**config.mk**
```make
export PLATFORM = sky130hd
export DESIGN_NAME = id_hazard_ctrl
export DESIGN_NICKNAME = d
export VERILOG_FILES = /design/src/rtl/id_hazard_ctrl.sv
export SDC_FILE = /design/constraint.sdc
export NUM_CORES = 1
export LEC_CHECK = 0
export CAP_MARGIN = 5
export CORE_ASPECT_RATIO = 0.5
export CORE_MARGIN = 5
export CORE_UTILIZATION = 45
export CTS_BUF_LIST = sky130_fd_sc_hd__clkbuf_16
export CTS_CLUSTER_SIZE = 16
export DETAILED_ROUTE_END_ITERATION = 10
export PLACE_DENSITY = 0.72
export SLEW_MARGIN = 0
export SYNTH_ARGS = -nofsm -noshare
export SYNTH_HDL_FRONTEND = slang
export SYNTH_SLANG_ARGS = --single-unit
```
**constraint.sdc**
```tcl
create_clock -name clk -period 2.95 [get_ports clk]
set_input_delay 0.7375 -clock clk [delete_from_list [all_inputs] [get_ports clk]]
set_output_delay 0.7375 -clock clk [all_outputs]
set_load 0.02 [all_outputs]
```
**src/rtl/id_hazard_ctrl.sv**
```systemverilog
// Hazard controller beside the ID stage: shadows the destination state of the
// EX/MEM/WB instructions and derives stall, bubble, flush, operand-forward and
// flag-forward controls, plus a saturating stall-cycle counter.
module id_hazard_ctrl #(
    parameter int unsigned ZERO_REG = 31,
    parameter int unsigned CNT_W    = 16
) (
    input  logic             clk,
    input  logic             reset,
    input  logic             id_valid,
    input  logic [4:0]       id_Rn,
    input  logic [4:0]       id_Ab,
    input  logic             id_use_rn,
    input  logic             id_use_ab,
    input  logic             id_RegWrite,
    input  logic             id_MemRead,
    input  logic [4:0]       id_Rd,
    input  logic             id_update,
    input  logic             id_cbz,
    input  logic             id_bcond,
    input  logic             id_BrTaken,
    output logic             stall,
    output logic             bubble,
    output logic             flush_ifid,
    output logic [1:0]       fwd_a,
    output logic [1:0]       fwd_b,
    output logic             flag_fwd,
    output logic [CNT_W-1:0] stall_cnt
);

    localparam logic [4:0] ZR = 5'(ZERO_REG);

    // Full record for the instruction in EX; its sources drive forwarding.
    typedef struct packed {
        logic       valid;
        logic       reg_write;
        logic       mem_read;
        logic       update;
        logic [4:0] rd;
        logic [4:0] rn;
        logic [4:0] ab;
        logic       use_rn;
        logic       use_ab;
    } ex_rec_t;

    // MEM and WB only ever act as producers, so they keep destination fields only.
    typedef struct packed {
        logic       valid;
        logic       reg_write;
        logic       mem_read;
        logic [4:0] rd;
    } mem_rec_t;

    typedef struct packed {
        logic       valid;
        logic       reg_write;
        logic [4:0] rd;
    } wb_rec_t;

    ex_rec_t  ex_r;
    ex_rec_t  id_rec;
    mem_rec_t mem_r;
    wb_rec_t  wb_r;

    logic load_use;
    logic cbz_hold;
    logic hold;

    // A producer writes register a when valid, writing, and a is not the zero register.
    function automatic logic writes(input logic valid, input logic reg_write,
                                    input logic [4:0] rd, input logic [4:0] a);
        return valid & reg_write & (rd == a) & (a != ZR);
    endfunction

    // Forward select for one EX operand; the newest producer (MEM) wins over WB.
    function automatic logic [1:0] fwd_sel(input logic ex_valid, input logic use_src,
                                           input logic [4:0] src,
                                           input mem_rec_t m, input wb_rec_t w);
        logic [1:0] sel;
        sel = 2'b00;
        if (ex_valid && use_src) begin
            if (writes(m.valid, m.reg_write, m.rd, src))
                sel = 2'b01;
            else if (writes(w.valid, w.reg_write, w.rd, src))
                sel = 2'b10;
        end
        return sel;
    endfunction

    // Pack the ID-stage fields into the record that enters EX.
    always_comb begin
        id_rec           = '0;
        id_rec.valid     = id_valid;
        id_rec.reg_write = id_RegWrite;
        id_rec.mem_read  = id_MemRead;
        id_rec.update    = id_update;
        id_rec.rd        = id_Rd;
        id_rec.rn        = id_Rn;
        id_rec.ab        = id_Ab;
        id_rec.use_rn    = id_use_rn;
        id_rec.use_ab    = id_use_ab;
    end

    // Hazard detection and all combinational pipeline controls; reset masks them.
    always_comb begin
        load_use = ex_r.mem_read &
                   ((id_use_rn & writes(ex_r.valid, ex_r.reg_write, ex_r.rd, id_Rn)) |
                    (id_use_ab & writes(ex_r.valid, ex_r.reg_write, ex_r.rd, id_Ab)));
        cbz_hold = id_cbz &
                   (writes(ex_r.valid, ex_r.reg_write, ex_r.rd, id_Ab) |
                    (mem_r.mem_read & writes(mem_r.valid, mem_r.reg_write, mem_r.rd, id_Ab)));
        hold       = ~reset & id_valid & (load_use | cbz_hold);
        stall      = hold;
        bubble     = hold;
        flush_ifid = ~reset & id_valid & id_BrTaken & ~hold;
        flag_fwd   = ~reset & id_valid & id_bcond & ex_r.valid & ex_r.update;
        fwd_a      = reset ? 2'b00 : fwd_sel(ex_r.valid, ex_r.use_rn, ex_r.rn, mem_r, wb_r);
        fwd_b      = reset ? 2'b00 : fwd_sel(ex_r.valid, ex_r.use_ab, ex_r.ab, mem_r, wb_r);
    end

    // Shadow pipeline: EX takes the ID instruction unless stalled, otherwise a bubble.
    always_ff @(posedge clk) begin
        if (reset) begin
            ex_r  <= '0;
            mem_r <= '0;
            wb_r  <= '0;
        end else begin
            wb_r.valid      <= mem_r.valid;
            wb_r.reg_write  <= mem_r.reg_write;
            wb_r.rd         <= mem_r.rd;
            mem_r.valid     <= ex_r.valid;
            mem_r.reg_write <= ex_r.reg_write;
            mem_r.mem_read  <= ex_r.mem_read;
            mem_r.rd        <= ex_r.rd;
            ex_r            <= (id_valid && !hold) ? id_rec : '0;
        end
    end

    // Saturating count of stall cycles.
    always_ff @(posedge clk) begin
        if (reset)
            stall_cnt <= '0;
        else if (hold && (stall_cnt != '1))
            stall_cnt <= stall_cnt + CNT_W'(1);
    end

endmodule

```
==> run_results.csv <==
group,metric,value,unit
worst_setup_path,required,2210,ps
floorplanning,die_area,6800,um^2
layout,syn_to_final_growth,39.1,%
global_route,grtUsageTotal,0.171,
worst_setup_path,worstSetupPathType,"primary input to output port",
logic_synthesis,ys_seq_elements,52,
sta,setup_viol,0,
detailed_routing,wirelength,5510,um
placement,gp_congestion,0.869,
worst_setup_path,r2r_cells,11,
floorplanning,rows,18,
placement,dpl.cell_count,374,
layout,final_cell_mix,"dfxtp_1, clkdlybuf4s50_1, buf_4",
logic_synthesis,synth_cell_types,34,
layout,drive_gt1_frac,0.170,
outcome,status,"finished clean",
worst_setup_path,startpoint_type,"primary input",
sta,skew,4.80,ps
hold_path,worstHoldStart,"ex_r[19]",
global_route,grt_pass1_wl,9230,um
floorplanning,die-height,60.9,um
layout,final_nets,343,
clock_network,htree_num_levels,2,
worst_setup_path,r2r_slack,370,ps
detailed_routing,drc_errors,0,
clock_network,clock_sinks,52,
global_route,antenna_found_initial,0,
worst_setup_path,cp_max_fo,4,
hold_path,hold-path-cell-count,1,
hold_path,whs_endpoint,"mem_r[6]",
clock_network,clk_latency,290,ps
sta,fin_crit,2880,ps
placement,port_buffers,49,
sta,final_max_slew_viol_count,0,
sta,setup_tns,0,ps
floorplanning,io_pins,50,
detailed_routing,drt-pass1-iter-count,4,
detailed_routing,ant_nets,0,
sta,tightestPinTransition,483,ps
logic_synthesis,yosysWarnings,0,
power,finalPower,1500,uW
clock_network,cts_tree,"built",
power,ir_drop,0.000294,V
layout,fin_area,3240,um^2
hold_path,min_path_type,"register to register",
logic_synthesis,synth_edf_count,0,
sta,fmax,347,MHz
floorplanning,core-area,4980,um^2
floorplanning,die_x,112,um
logic_synthesis,syn_avg_cell_area,9.66,um^2
clock_network,clockBufferDepth,2,
sta,post-route-period-util,0.977,
detailed_routing,drtIter0Drc,35,
clock_network,cts_inserted_buffers,5,
sta,relSlewSlack,0.677,
sta,hold_viol,0,
layout,final_common_cell,"dfxtp_1",
detailed_routing,avgViaCountPerCell,5.05,
logic_synthesis,seq_area_frac_synth,0.447,
worst_setup_path,rr_startpoint,"mem_r[7]",
global_route,gr-total-overflow,0,
global_route,grt_max_degree,31,
logic_synthesis,syn_nets,268,
worst_setup_path,worstReg2RegEnd,"stall_cnt[9]",
clock_network,root_buffer,"clkbuf_16",
global_route,grt_pass1_vias,2016,
clock_network,path_clk_slew,70,ps
power,p_leak,0.00130,uW
worst_setup_path,crit_path_end_kind,"output port",
power,powerDensity,464,nW/um^2
clock_network,hold_buffers,0,
layout,fin_util,0.651,
logic_synthesis,async_flop_share,0,
logic_synthesis,synth-main-ff-cell,"dfxtp_1",
detailed_routing,wire_per_inst,14.2,um
layout,n_fill_cell,413,
logic_synthesis,synth_cells,241,
placement,dp_hpwl,4230,um
floorplanning,initial_core_util,0.468,
layout,layout.cells.non_filler,387,
placement,placed_area,3030,um^2
job,cap_violations,0,
layout,antenna_cells,0,
detailed_routing,vias,1953,
logic_synthesis,syn_area,2330,um^2
worst_setup_path,worstPathArrival,2140,ps
==> how the worst max path moves through the flow <==
| stage | start | end | slack (ps) |
|---|---|---|---|
| after floorplan | id_Ab[4] | stall | 40 |
| after global placement | id_Ab[4] | bubble | -670 |
| after detailed placement | id_Ab[4] | bubble | -800 |
| after CTS | id_Ab[1] | bubble | 6 |
| after global routing | id_Ab[2] | stall | -10 |
| final | reset | fwd_a[1] | 70 |
==> cells in the mapped netlist (4+ instances only) <==
master / n / area, um^2
nor4_1: 6 / 37.5
and3_1: 6 / 37.5
nor2_1: 18 / 67.6
o21ai_0: 6 / 30.0
nand4_1: 11 / 68.8
and2_1: 22 / 138
and4_1: 4 / 35.0
nor2b_1: 16 / 100
nand2_1: 10 / 37.5
dfxtp_1: 52 / 1040
xnor2_1: 20 / 175
xor2_1: 24 / 210
clkbuf_1: 5 / 18.8
nand3_1: 9 / 45.0
a21oi_1: 5 / 25.0
==> repair_timing <==
action                                  CTS  global route
setup buffers                             4             1
resized for setup                        42             9
endpoints found under the setup margin    9             7
pin swaps                                12            10
==> worst max-delay path, cell delays in order <==
cell and delay [ps]:
clkdlybuf4s50_1 480, nor2b_4 200, nand4_1 110, nor4_1 250, dlygate4sd2_1 370
==> power breakdown <==
part | internal (uW) | switching, uW
Clock | 403 | 254
Combinational | 63.9 | 47.6
Sequential | 719 | 17.2
Total | 1190 | 318
==> flip-flops by register name (all words and copies together), names as in the netlist <==
register,cells
stall_cnt,16
ex_r,21
mem_r,8
wb_r,7
==> area by class of cell <==
type	count	area [um^2]	share of cell area
Timing Repair Buffer	74	642	0.198
Sequential cell	52	1040	0.321
Multi-Input combinational cell	183	1290	0.400
Clock buffer	5	125	0.0386
Clock inverter	3	47.5	0.0147
Tap cell	70	87.6	0.0270
==> metrics by stage <==
| step | hold WS [ps] | worst slack [ps] |
|---|---|---|
| finish | 482 | 68.7 |
| detailed placement | 474 | -796 |
| global route | 505 | -10.3 |
| CTS | 483 | 5.57 |
| floorplan | 461 | 35.7 |
| global placement | 474 | -674 |
==> routing by layer <==
layer	vias to the layer above	global-route usage	share of wire
met2	33	0.310	0.49
met4	0	0.0624	0.012
met5	-	0	0
met1	931	0.206	0.47
li1	981	-	-
met3	8	0.0388	0.030
==> kinds of logic (layout without fill, tap and decap cells) <==
| family | after synthesis | after routing | share of synthesized area |
|---|---|---|---|
| adder cells (fa/ha/maj) | 1 | 1 | 0.00537 |
| multiplexers | 1 | 1 | 0.00430 |
| AO/OA/AOI/OAI | 24 | 24 | 0.0870 |
| buffers and inverters | 6 | 82 | 0.0113 |
| AND/OR/NAND/NOR | 113 | 113 | 0.279 |
| XOR/XNOR | 44 | 44 | 0.166 |
| flip-flops | 52 | 52 | 0.447 |
Note: power is estimated with default switching activity, not from simulation.
